<file path="src/rtl/view_draw_scheduler_pkg.sv">
// rtl/view_draw_scheduler_pkg.sv - shared widths, client indices and FSM encoding for the draw scheduler
package view_draw_scheduler_pkg;

    localparam int X_W = 9;
    localparam int Y_W = 8;
    localparam int C_W = 12;

    localparam logic [C_W-1:0] KEY_COLOR_DEF = 12'h000;

    // Client slots; background sits at 0 so it is painted underneath everything else.
    localparam int CL_BG      = 0;
    localparam int CL_GOLD    = 1;
    localparam int CL_STONE   = 2;
    localparam int CL_DIAMOND = 3;
    localparam int CL_HOOK    = 4;
    localparam int CL_NUM     = 5;

    typedef enum logic [2:0] {
        ST_IDLE,
        ST_SCAN,
        ST_LAUNCH,
        ST_RUN,
        ST_FINISH
    } sched_state_t;

endpackage

</file>
<file path="src/rtl/view_draw_scheduler_watchdog.sv">
// rtl/view_draw_scheduler_watchdog.sv - saturating per-client run-time watchdog
//
// Ports:
//   clk, resetn  clock, asynchronous active-low reset
//   clear        zero the counter (client launch)
//   count_en     advance the counter (client running)
//   expired      counter has reached TIMEOUT-1
module draw_watchdog
    import view_draw_scheduler_pkg::*;
#(
    parameter int TIMEOUT = 131072
) (
    input  logic clk,
    input  logic resetn,
    input  logic clear,
    input  logic count_en,
    output logic expired
);

    localparam int W = (TIMEOUT > 2) ? $clog2(TIMEOUT) : 1;
    localparam logic [W-1:0] LAST = W'(TIMEOUT - 1);

    logic [W-1:0] cnt;

    always_ff @(posedge clk or negedge resetn) begin
        if (!resetn) begin
            cnt <= '0;
        end else if (clear) begin
            cnt <= '0;
        end else if (count_en && cnt != LAST) begin
            cnt <= cnt + 1'b1;
        end
    end

    assign expired = (cnt == LAST);

endmodule

</file>
<file path="src/rtl/view_draw_scheduler.sv">
// rtl/view_draw_scheduler.sv - sequences draw engines onto the single VGA write port once per frame
//
// Ports:
//   clk, resetn           clock, asynchronous active-low reset
//   frame_go              pulse starting one frame pass (ignored while busy)
//   client_en, key_en     per-client draw enable (latched on go) and colour-key enable
//   start, done           one-cycle launch pulse to / completion from each client
//   x_in, y_in, color_in  packed per-client pixel buses, we_in per-client write strobe
//   X_out, Y_out, Color_out, writeEn   registered VGA write port
//   busy, frame_done      pass in progress / one-cycle completion pulse
//   timeout_err           sticky per-client watchdog abort flags
module view_draw_scheduler
    import view_draw_scheduler_pkg::*;
#(
    parameter int             N_CLIENTS = 6,
    parameter int             TIMEOUT   = 131072,
    parameter logic [C_W-1:0] KEY_COLOR = KEY_COLOR_DEF
) (
    input  logic                     clk,
    input  logic                     resetn,
    input  logic                     frame_go,
    input  logic [N_CLIENTS-1:0]     client_en,
    input  logic [N_CLIENTS-1:0]     key_en,
    output logic [N_CLIENTS-1:0]     start,
    input  logic [N_CLIENTS-1:0]     done,
    input  logic [X_W*N_CLIENTS-1:0] x_in,
    input  logic [Y_W*N_CLIENTS-1:0] y_in,
    input  logic [C_W*N_CLIENTS-1:0] color_in,
    input  logic [N_CLIENTS-1:0]     we_in,
    output logic [X_W-1:0]           X_out,
    output logic [Y_W-1:0]           Y_out,
    output logic [C_W-1:0]           Color_out,
    output logic                     writeEn,
    output logic                     busy,
    output logic                     frame_done,
    output logic [N_CLIENTS-1:0]     timeout_err
);

    localparam int SEL_W = (N_CLIENTS > 1) ? $clog2(N_CLIENTS) : 1;
    // idx must be able to hold N_CLIENTS itself: that value marks the end of the scan.
    localparam int IDX_W = $clog2(N_CLIENTS + 1);

    sched_state_t          state, state_nx;
    logic [IDX_W-1:0]      idx, idx_nx;
    logic [SEL_W-1:0]      sel;
    logic [N_CLIENTS-1:0]  en_q;
    logic                  hit_found;
    logic [IDX_W-1:0]      hit_idx;
    logic                  wd_clr, wd_en, wd_expired, set_err;
    logic [X_W-1:0]        cur_x;
    logic [Y_W-1:0]        cur_y;
    logic [C_W-1:0]        cur_c;

    assign sel = idx[SEL_W-1:0];

    assign cur_x = x_in[int'(sel)*X_W +: X_W];
    assign cur_y = y_in[int'(sel)*Y_W +: Y_W];
    assign cur_c = color_in[int'(sel)*C_W +: C_W];

    // Lowest latched client at or above idx; descending loop so the lowest match wins.
    always_comb begin
        hit_found = 1'b0;
        hit_idx   = '0;
        for (int i = N_CLIENTS - 1; i >= 0; i--) begin
            if (en_q[i] && i >= int'(idx)) begin
                hit_found = 1'b1;
                hit_idx   = IDX_W'(i);
            end
        end
    end

    draw_watchdog #(.TIMEOUT(TIMEOUT)) u_watchdog (
        .clk      (clk),
        .resetn   (resetn),
        .clear    (wd_clr),
        .count_en (wd_en),
        .expired  (wd_expired)
    );

    always_comb begin
        state_nx   = state;
        idx_nx     = idx;
        start      = '0;
        frame_done = 1'b0;
        wd_clr     = 1'b0;
        wd_en      = 1'b0;
        set_err    = 1'b0;
        case (state)
            ST_IDLE: begin
                if (frame_go) state_nx = ST_SCAN;
            end
            ST_SCAN: begin
                if (hit_found) begin
                    idx_nx   = hit_idx;
                    state_nx = ST_LAUNCH;
                end else begin
                    state_nx = ST_FINISH;
                end
            end
            ST_LAUNCH: begin
                start[sel] = 1'b1;
                wd_clr     = 1'b1;
                state_nx   = ST_RUN;
            end
            ST_RUN: begin
                wd_en = 1'b1;
                // A real completion on the expiry cycle is not reported as a timeout.
                if (done[sel]) begin
                    idx_nx   = idx + 1'b1;
                    state_nx = ST_SCAN;
                end else if (wd_expired) begin
                    set_err  = 1'b1;
                    idx_nx   = idx + 1'b1;
                    state_nx = ST_SCAN;
                end
            end
            ST_FINISH: begin
                frame_done = 1'b1;
                idx_nx     = '0;
                state_nx   = ST_IDLE;
            end
            default: state_nx = ST_IDLE;
        endcase
    end

    always_ff @(posedge clk or negedge resetn) begin
        if (!resetn) begin
            state       <= ST_IDLE;
            idx         <= '0;
            en_q        <= '0;
            busy        <= 1'b0;
            timeout_err <= '0;
            X_out       <= '0;
            Y_out       <= '0;
            Color_out   <= '0;
            writeEn     <= 1'b0;
        end else begin
            state   <= state_nx;
            idx     <= idx_nx;
            writeEn <= 1'b0;
            if (state == ST_IDLE && frame_go) begin
                en_q        <= client_en;
                timeout_err <= '0;
                busy        <= 1'b1;
            end
            if (state == ST_FINISH) busy <= 1'b0;
            if (set_err) timeout_err[sel] <= 1'b1;
            if (state == ST_RUN) begin
                X_out     <= cur_x;
                Y_out     <= cur_y;
                Color_out <= cur_c;
                // Transparency is judged on the live client colour, not the registered output.
                writeEn   <= we_in[sel] & ~(key_en[sel] & (cur_c == KEY_COLOR));
            end
        end
    end

endmodule

</file>
<file path="config.mk">
export PLATFORM = sky130hd
export DESIGN_NAME = view_draw_scheduler
export DESIGN_NICKNAME = d
export VERILOG_FILES = /design/src/rtl/view_draw_scheduler_pkg.sv /design/src/rtl/view_draw_scheduler_watchdog.sv /design/src/rtl/view_draw_scheduler.sv
export SDC_FILE = /design/constraint.sdc
export NUM_CORES = 1
export LEC_CHECK = 0
export CAP_MARGIN = 30
export CORE_ASPECT_RATIO = 2
export CORE_MARGIN = 3
export CORE_UTILIZATION = 30
export DETAILED_ROUTE_END_ITERATION = 12
export SETUP_SLACK_MARGIN = 0.2
export SLEW_MARGIN = 30
export SYNTH_ARGS = -nofsm -noshare
export SYNTH_HDL_FRONTEND = slang
export SYNTH_SLANG_ARGS = --single-unit
</file>
<file path="constraint.sdc">
create_clock -name clk -period 3.2 [get_ports clk]
set_input_delay 0.32 -clock clk [delete_from_list [all_inputs] [get_ports clk]]
set_output_delay 0.32 -clock clk [all_outputs]
set_load 0.02 [all_outputs]
</file>
; Word level (Yosys, flattened, before mapping)
; Index checks and enable logic that the tools add are counted.
; W data, S select, Z words.
[classes]
n_bitwise = 4
multipliers = 2
shift = 3
magnitude_cmp = 8
addsub = 2
n_mux = 43
eq_ne = 9
n_reduce_logical = 16
[ops]
columns = cell, count
row1 = $shiftx A72 B8 Y12, 1
row2 = $shiftx A54 B8 Y9, 1
row3 = $shiftx A48 B7 Y8, 1
row4 = $mux W3, 13
row5 = $mux W17, 2
row6 = $mux W1, 19
row7 = $mux W6, 3
row8 = $add A17 B1 Y17 const B, 1
row9 = $eq A17 B17 Y1 const B, 1
row10 = $ne A17 B17 Y1 const B, 1
row11 = $logic_not A12 Y1, 1
row12 = $pmux W3 S4, 1
row13 = $bmux W1 S3, 3
row14 = $logic_and A1 B1 Y1, 9
row15 = $pmux W3 S3, 1
row16 = $mul A3 B4 Y7 const B, 1
row17 = $eq A3 B2 Y1 const B, 2
row18 = $ge A1 B3 Y1 const A, 2
row19 = $ge A2 B3 Y1 const A, 2
row20 = $ge A3 B3 Y1 const A, 2
row21 = $or A6 B6 Y6, 1
row22 = $mul A3 B2 Y5 const B, 1
row23 = $lt A3 B4 Y1 const B, 1
row24 = $ne A2 B2 Y1 const B, 2
row25 = other kinds (13), 15
[totals]
word_cells = 97
register_bits = 66
output_inout_bits = 44

; Logic depth before layout (Yosys ltp)
[logic_depth]
word_depth = 10
ltp_mapped = 10
mapped_depth_nobuf = 10

; By module
; Synthesis repeated with hierarchy kept, for this count alone.
[unflattened]
hier_cells = 487
hier_area_um2 = 4640.7
[by_module_without_submodules]
columns = module, seq_area_each_um2, cells_per_inst, instances, area_per_inst_um2
row1 = view_draw_scheduler, 1226.2, 396, 1, 3768.6
row2 = draw_watchdog, 425.4, 91, 1, 872.1

; Least setup slack after synthesis
; No wires, ideal clock.
[synth_path]
kind = register -> register
from = register idx[1]
to = register idx[1]
setup_slack_ns = 0.698
t_arrival_ns = 2.374
period_less_slack_ns = 2.502
path_stages_with_launch = 10
setup_ns = 0.128
path_cell_list = dfrtp_1 > buf_6 > inv_1 > clkbuf_1 > ha_1 > and2_1 > a2111oi_4 > o22ai_2 > a211oi_4 > mux2_1
[synth_via]
elab_chain_cells = 10
elab_cells_between_ends = 33
cone_classes = add/sub: 1 / order compare: 6 / eq/ne: 2 / mux: 17 / reduce/logical: 7
[synth_lines]
columns = element, line_no
row1 = "start, declared", view_draw_scheduler.sv:44  ; logic [IDX_W-1:0] idx, idx_nx;
row2 = "start signal, assigned", view_draw_scheduler.sv:139  ; idx <= idx_nx;
row3 = $ge A3 B3 Y1, view_draw_scheduler.sv:65  ; if (en_q[i] && i >= int'(idx)) begin
row4 = $logic_and A1 B1 Y1, view_draw_scheduler.sv:65
row5 = $mux W1 (6 in a row), view_draw_scheduler.sv:65
row6 = $ne A2 B2 Y1 (no source line), n/a
row7 = $reduce_and A3 Y1 (no source line), n/a
; Parallel ways exist; a longest one is shown, timed or not. The select of a mux whose other input is x is not followed.
; A chain may end at the register's enable or synchronous reset.

; Worst setup path after layout
[layout_path]
from = register state[1]
to = output port start[0]
[layout_via]
elab_chain_cells = 2
[layout_lines]
columns = element, line_no
row1 = "start, declared", view_draw_scheduler.sv:43  ; sched_state_t state, state_nx;
row2 = "start signal, assigned", view_draw_scheduler.sv:138  ; state <= state_nx;
row3 = $eq A3 B2 Y1, view_draw_scheduler.sv:88  ; case (state)
row4 = $mux W6, view_draw_scheduler.sv:88
row5 = "end, declared", view_draw_scheduler.sv:24  ; output logic [N_CLIENTS-1:0] start,
; Every way passes these cells.

==> reports/qor.csv <==
stage,metric,value,unit
clocking,CTS Sinks,66,
floorplanning,Site Rows,63,
setup_path,crit path launch type,flip-flop,
clocking,clk_lat worst skew,0.34,ns
run_status,status,completed,
timing,Final Hold Violating Endpoints,0,
cells_and_area,fin cells,943,
setup_path,WP buf/inv,2,
timing,RSZ-0062 raised after global routing,no,
setup_path,Crit path arrival time,2.34,ns
synthesis,main combinational cell family by area after synthesis,simple AND/OR/NAND/NOR gates,
synthesis,number of flops mapped to enable cells by yosys,0,
timing,hold_ws,0.0130,ns
clocking,CTS Hold Bufs,0,
grt,Total GRT Usage,22.1,%
grt,largest net degree at the start of global routing,44,
synthesis,Yosys top cell area share,35.7,%
cells_and_area,Nets,949,
synthesis,Yosys cell types,58,
cells_and_area,fillers,1417,
synthesis,YS warnings,0,
synthesis,most common flop cell mapped by yosys,dfrtp_1,
pwr,PwrDens,809,nW/um2
timing,Final period util,83.1,%
cells_and_area,Area Overhead vs Synth,63.4,%
cells_and_area,# diodes,0,
flow_run,# Max-Cap Violations,0,
placed_design,HPWL Detailed,15.4,mm
setup_path,"Critical Path, Cell by Cell",nor2b_1 > nor2b_1 > buf_4 > and3_1 > clkdlybuf4s50_1,
setup_path,Worst Setup End Kind,primary output,
synthesis,asr flop ratio synth,100,%
clocking,CTS Root Cell,clkbuf_16,
floorplanning,Initial Util,30.9,%
setup_path,CP max FO,14,
timing,Worst Skew,0.0122,ns
placed_design,Setup WS pre-CTS,0.649,ns
floorplanning,Die Footprint,17000,um2
placed_design,port bufs,244,
route,post-DR vias/cell,5.19,
cells_and_area,Multi-input gate area,2760,um2
placed_design,Cells after DPL,927,
clocking,Num CTS Buffers,9,
grt,total gr overflow,0,
route,initial DRC count,206,
floorplanning,Ports,245,
timing,fin crit period,2.66,ns
route,Post-DRT Antenna Nets,0,
setup_path,Worst EP required,2.88,ns
clocking,CTS tree,built,
synthesis,Syn Nets,717,
clocking,Post-CTS Resized,0,
floorplanning,Die Ht,182,um
synthesis,Yosys top cell by area,dfrtp_1,
route,Pre-antenna DRT Iters,5,
synthesis,Seq cells post-synth,66,
synthesis,cells after synthesis,511,
pwr,Pleak,0.00309,uW
timing,Slew @ Worst Pin,0.640,ns
timing,f_max,0.376,GHz
setup_path,Crit-path slowest cell,clkdlybuf4s50_1,
floorplanning,Core Region,15000,um2
synthesis,share of cell area taken by muxes after synthesis,18.6,%
clocking,H-tree depth,3,
setup_path,Worst path top cell family by delay,buffers and inverters,
timing,Slew Limit Fails,0,
cells_and_area,storage element area,1660,um2
synthesis,mapped cell area,4620,um2
route,Post-route DRC,0,
cells_and_area,layout cells sized above 1,9.49,%
grt,initial antenna violation count,0,
placed_design,gpl congestion,0.882,
synthesis,post-synthesis compound-gate area fraction,18.0,%
synthesis,xor/xnor share of the synthesized area,2.27,%
route,Routed WL,19.3,mm
synthesis,Post-Synth Simple-Gate Area,19.3,%
setup_path,CP most frequent cell,nor2b_1,
grt,number of global-route vias before repair,5152,
floorplanning,die width,93.8,um
synthesis,top post-synthesis cells by area,"dfrtp_1 (36%), mux2i_1 (9.5%), nand2_1 (5.8%), nor2_1 (5.3%), mux2_2 (4.4%)",
setup_path,Worst Setup Path Type,flip-flop to primary output,
synthesis,register area share after synthesis,35.7,%
timing,Setup TNS,0,ns
clocking,postcts setup bufs,0,
clocking,clock-pin slew on the worst setup and hold paths,0.06,ns
timing,max_slew headroom,57.4,%
pwr,Max rail drop VDD,0.434,mV
timing,Final Setup Violations,0,
timing,Final WS setup,0.541,ns
synthesis,post-synthesis area per instance,9.04,um2
route,vias post-DR,4895,
setup_path,max incr delay on CP,0.61,ns
grt,global-route wire length before repair,28.8,mm
synthesis,Post-Synth Adder-Cell Area,1.35,%
route,Routed wire per std cell,20.5,um
worst_hold_path,min-delay worst type,input port to asynchronous set/reset pin,
clocking,clk buf depth,2,
==> power by group <==
part	total, uW	internal, uW	switching [uW]
Clock	1100	697	408
Sequential	1440	1130	309
Combinational	3570	1580	1980
==> layer usage <==
metal / part of all wire [%] / routed length, um / track usage (%) / vias to the layer above
met2: 57 / 11000 / 42.7 / 195
met1: 35 / 6700 / 23.3 / 2334
met4: 3.0 / 583 / 8.22 / 0
met5: 0 / 0 / 0 / -
met3: 5.2 / 1010 / 3.28 / 32
li1: - / - / - / 2334
==> flip-flops by register name, indices dropped and copies added (netlist names) <==
| name | count |
|---|---|
| Color_out | 12 |
| X_out | 9 |
| Y_out | 8 |
| busy | 1 |
| en_q | 6 |
| idx | 3 |
| state | 3 |
| timeout_err | 6 |
| u_watchdog.cnt | 17 |
| writeEn | 1 |
==> kinds of logic after synthesis <==
kind of cell	count (synthesis)
simple gates	196
xor+xnor	12
buf+inv	42
compound gates	116
flops	66
mux	74
fa+ha+maj	5
==> path summary, 6_finish.rpt <==
check                                      from                              to  slack [ns]  cells after the start
setup reg to reg             idx[1]$_DFFE_PN0P_              idx[1]$_DFFE_PN0P_        0.65                      6
hold reg to reg            X_out[0]$_DFFE_PN0P_            X_out[0]$_DFFE_PN0P_        0.48                      2
min in group clk           X_out[0]$_DFFE_PN0P_            X_out[0]$_DFFE_PN0P_        0.48                      2
hold / removal                           resetn            X_out[8]$_DFFE_PN0P_        0.01                      1
setup / recovery           state[1]$_DFFE_PN0P_                        start[0]        0.54                      5
max in group asynchronous                resetn  u_watchdog.cnt[12]$_DFFE_PN0P_        2.42                      2
==> cell type report <==
type                    instances  share of cell area (%)
inverters                       5                   0.249
well taps                     195                    3.23
clock buffers                   9                    2.98
repair buffers                258                    33.7
flip-flops and latches         66                    22.0
clock inverters                 7                    1.41
multi-input cells             403                    36.5
==> cells in the mapped netlist, types with 3 or more instances <==
master,count
buf_2,14
and2_1,6
nand4_1,5
inv_1,4
and3_1,3
nor2b_1,6
nand2_1,71
nor2_1,65
o31ai_1,8
o22ai_1,5
mux2_1,4
mux2_2,18
ha_1,5
dfrtp_1,66
o21ai_0,15
a31oi_1,8
a221oi_1,12
nor4_1,3
xor2_1,11
o21a_1,9
clkbuf_1,14
nand3_1,10
nand2b_1,5
a21oi_1,28
buf_6,4
nor3_1,12
o221ai_1,12
mux4_2,7
mux2i_1,44
buf_4,3
==> stage by stage <==
step                      instance area [um2]  power [uW]  util [%]
after floorplan                          4620        3710         -
after global placement                   7220        4990      48.2
after detailed placement                 7220        5050      48.2
after CTS                                7550        6180      50.4
after global routing                     7550        6520      50.4
final                                    7550        6110      50.4
==> placed cells by master, fill, tap and decap left out, drive strengths merged, types with 2 or more instances in the layout <==
cell	count
nor4	3
nand2	71
nand4	5
o21ai	16
nor3	12
buf	15
a22o	2
or3	2
o221ai	12
clkbuf	9
and3	3
nand3	10
a31oi	8
mux2	23
ha	5
a21oi	29
nand2b	5
a221oi	12
dfrtp	66
o31ai	8
mux4	7
inv	9
o21a	9
clkdlybuf4s50	243
and2	6
o22ai	6
and4	2
nor3b	2
mux2i	44
nor2b	6
nor2	66
bufinv	2
a211oi	3
xor2	11
Note: power is estimated with default switching activity, not from simulation.
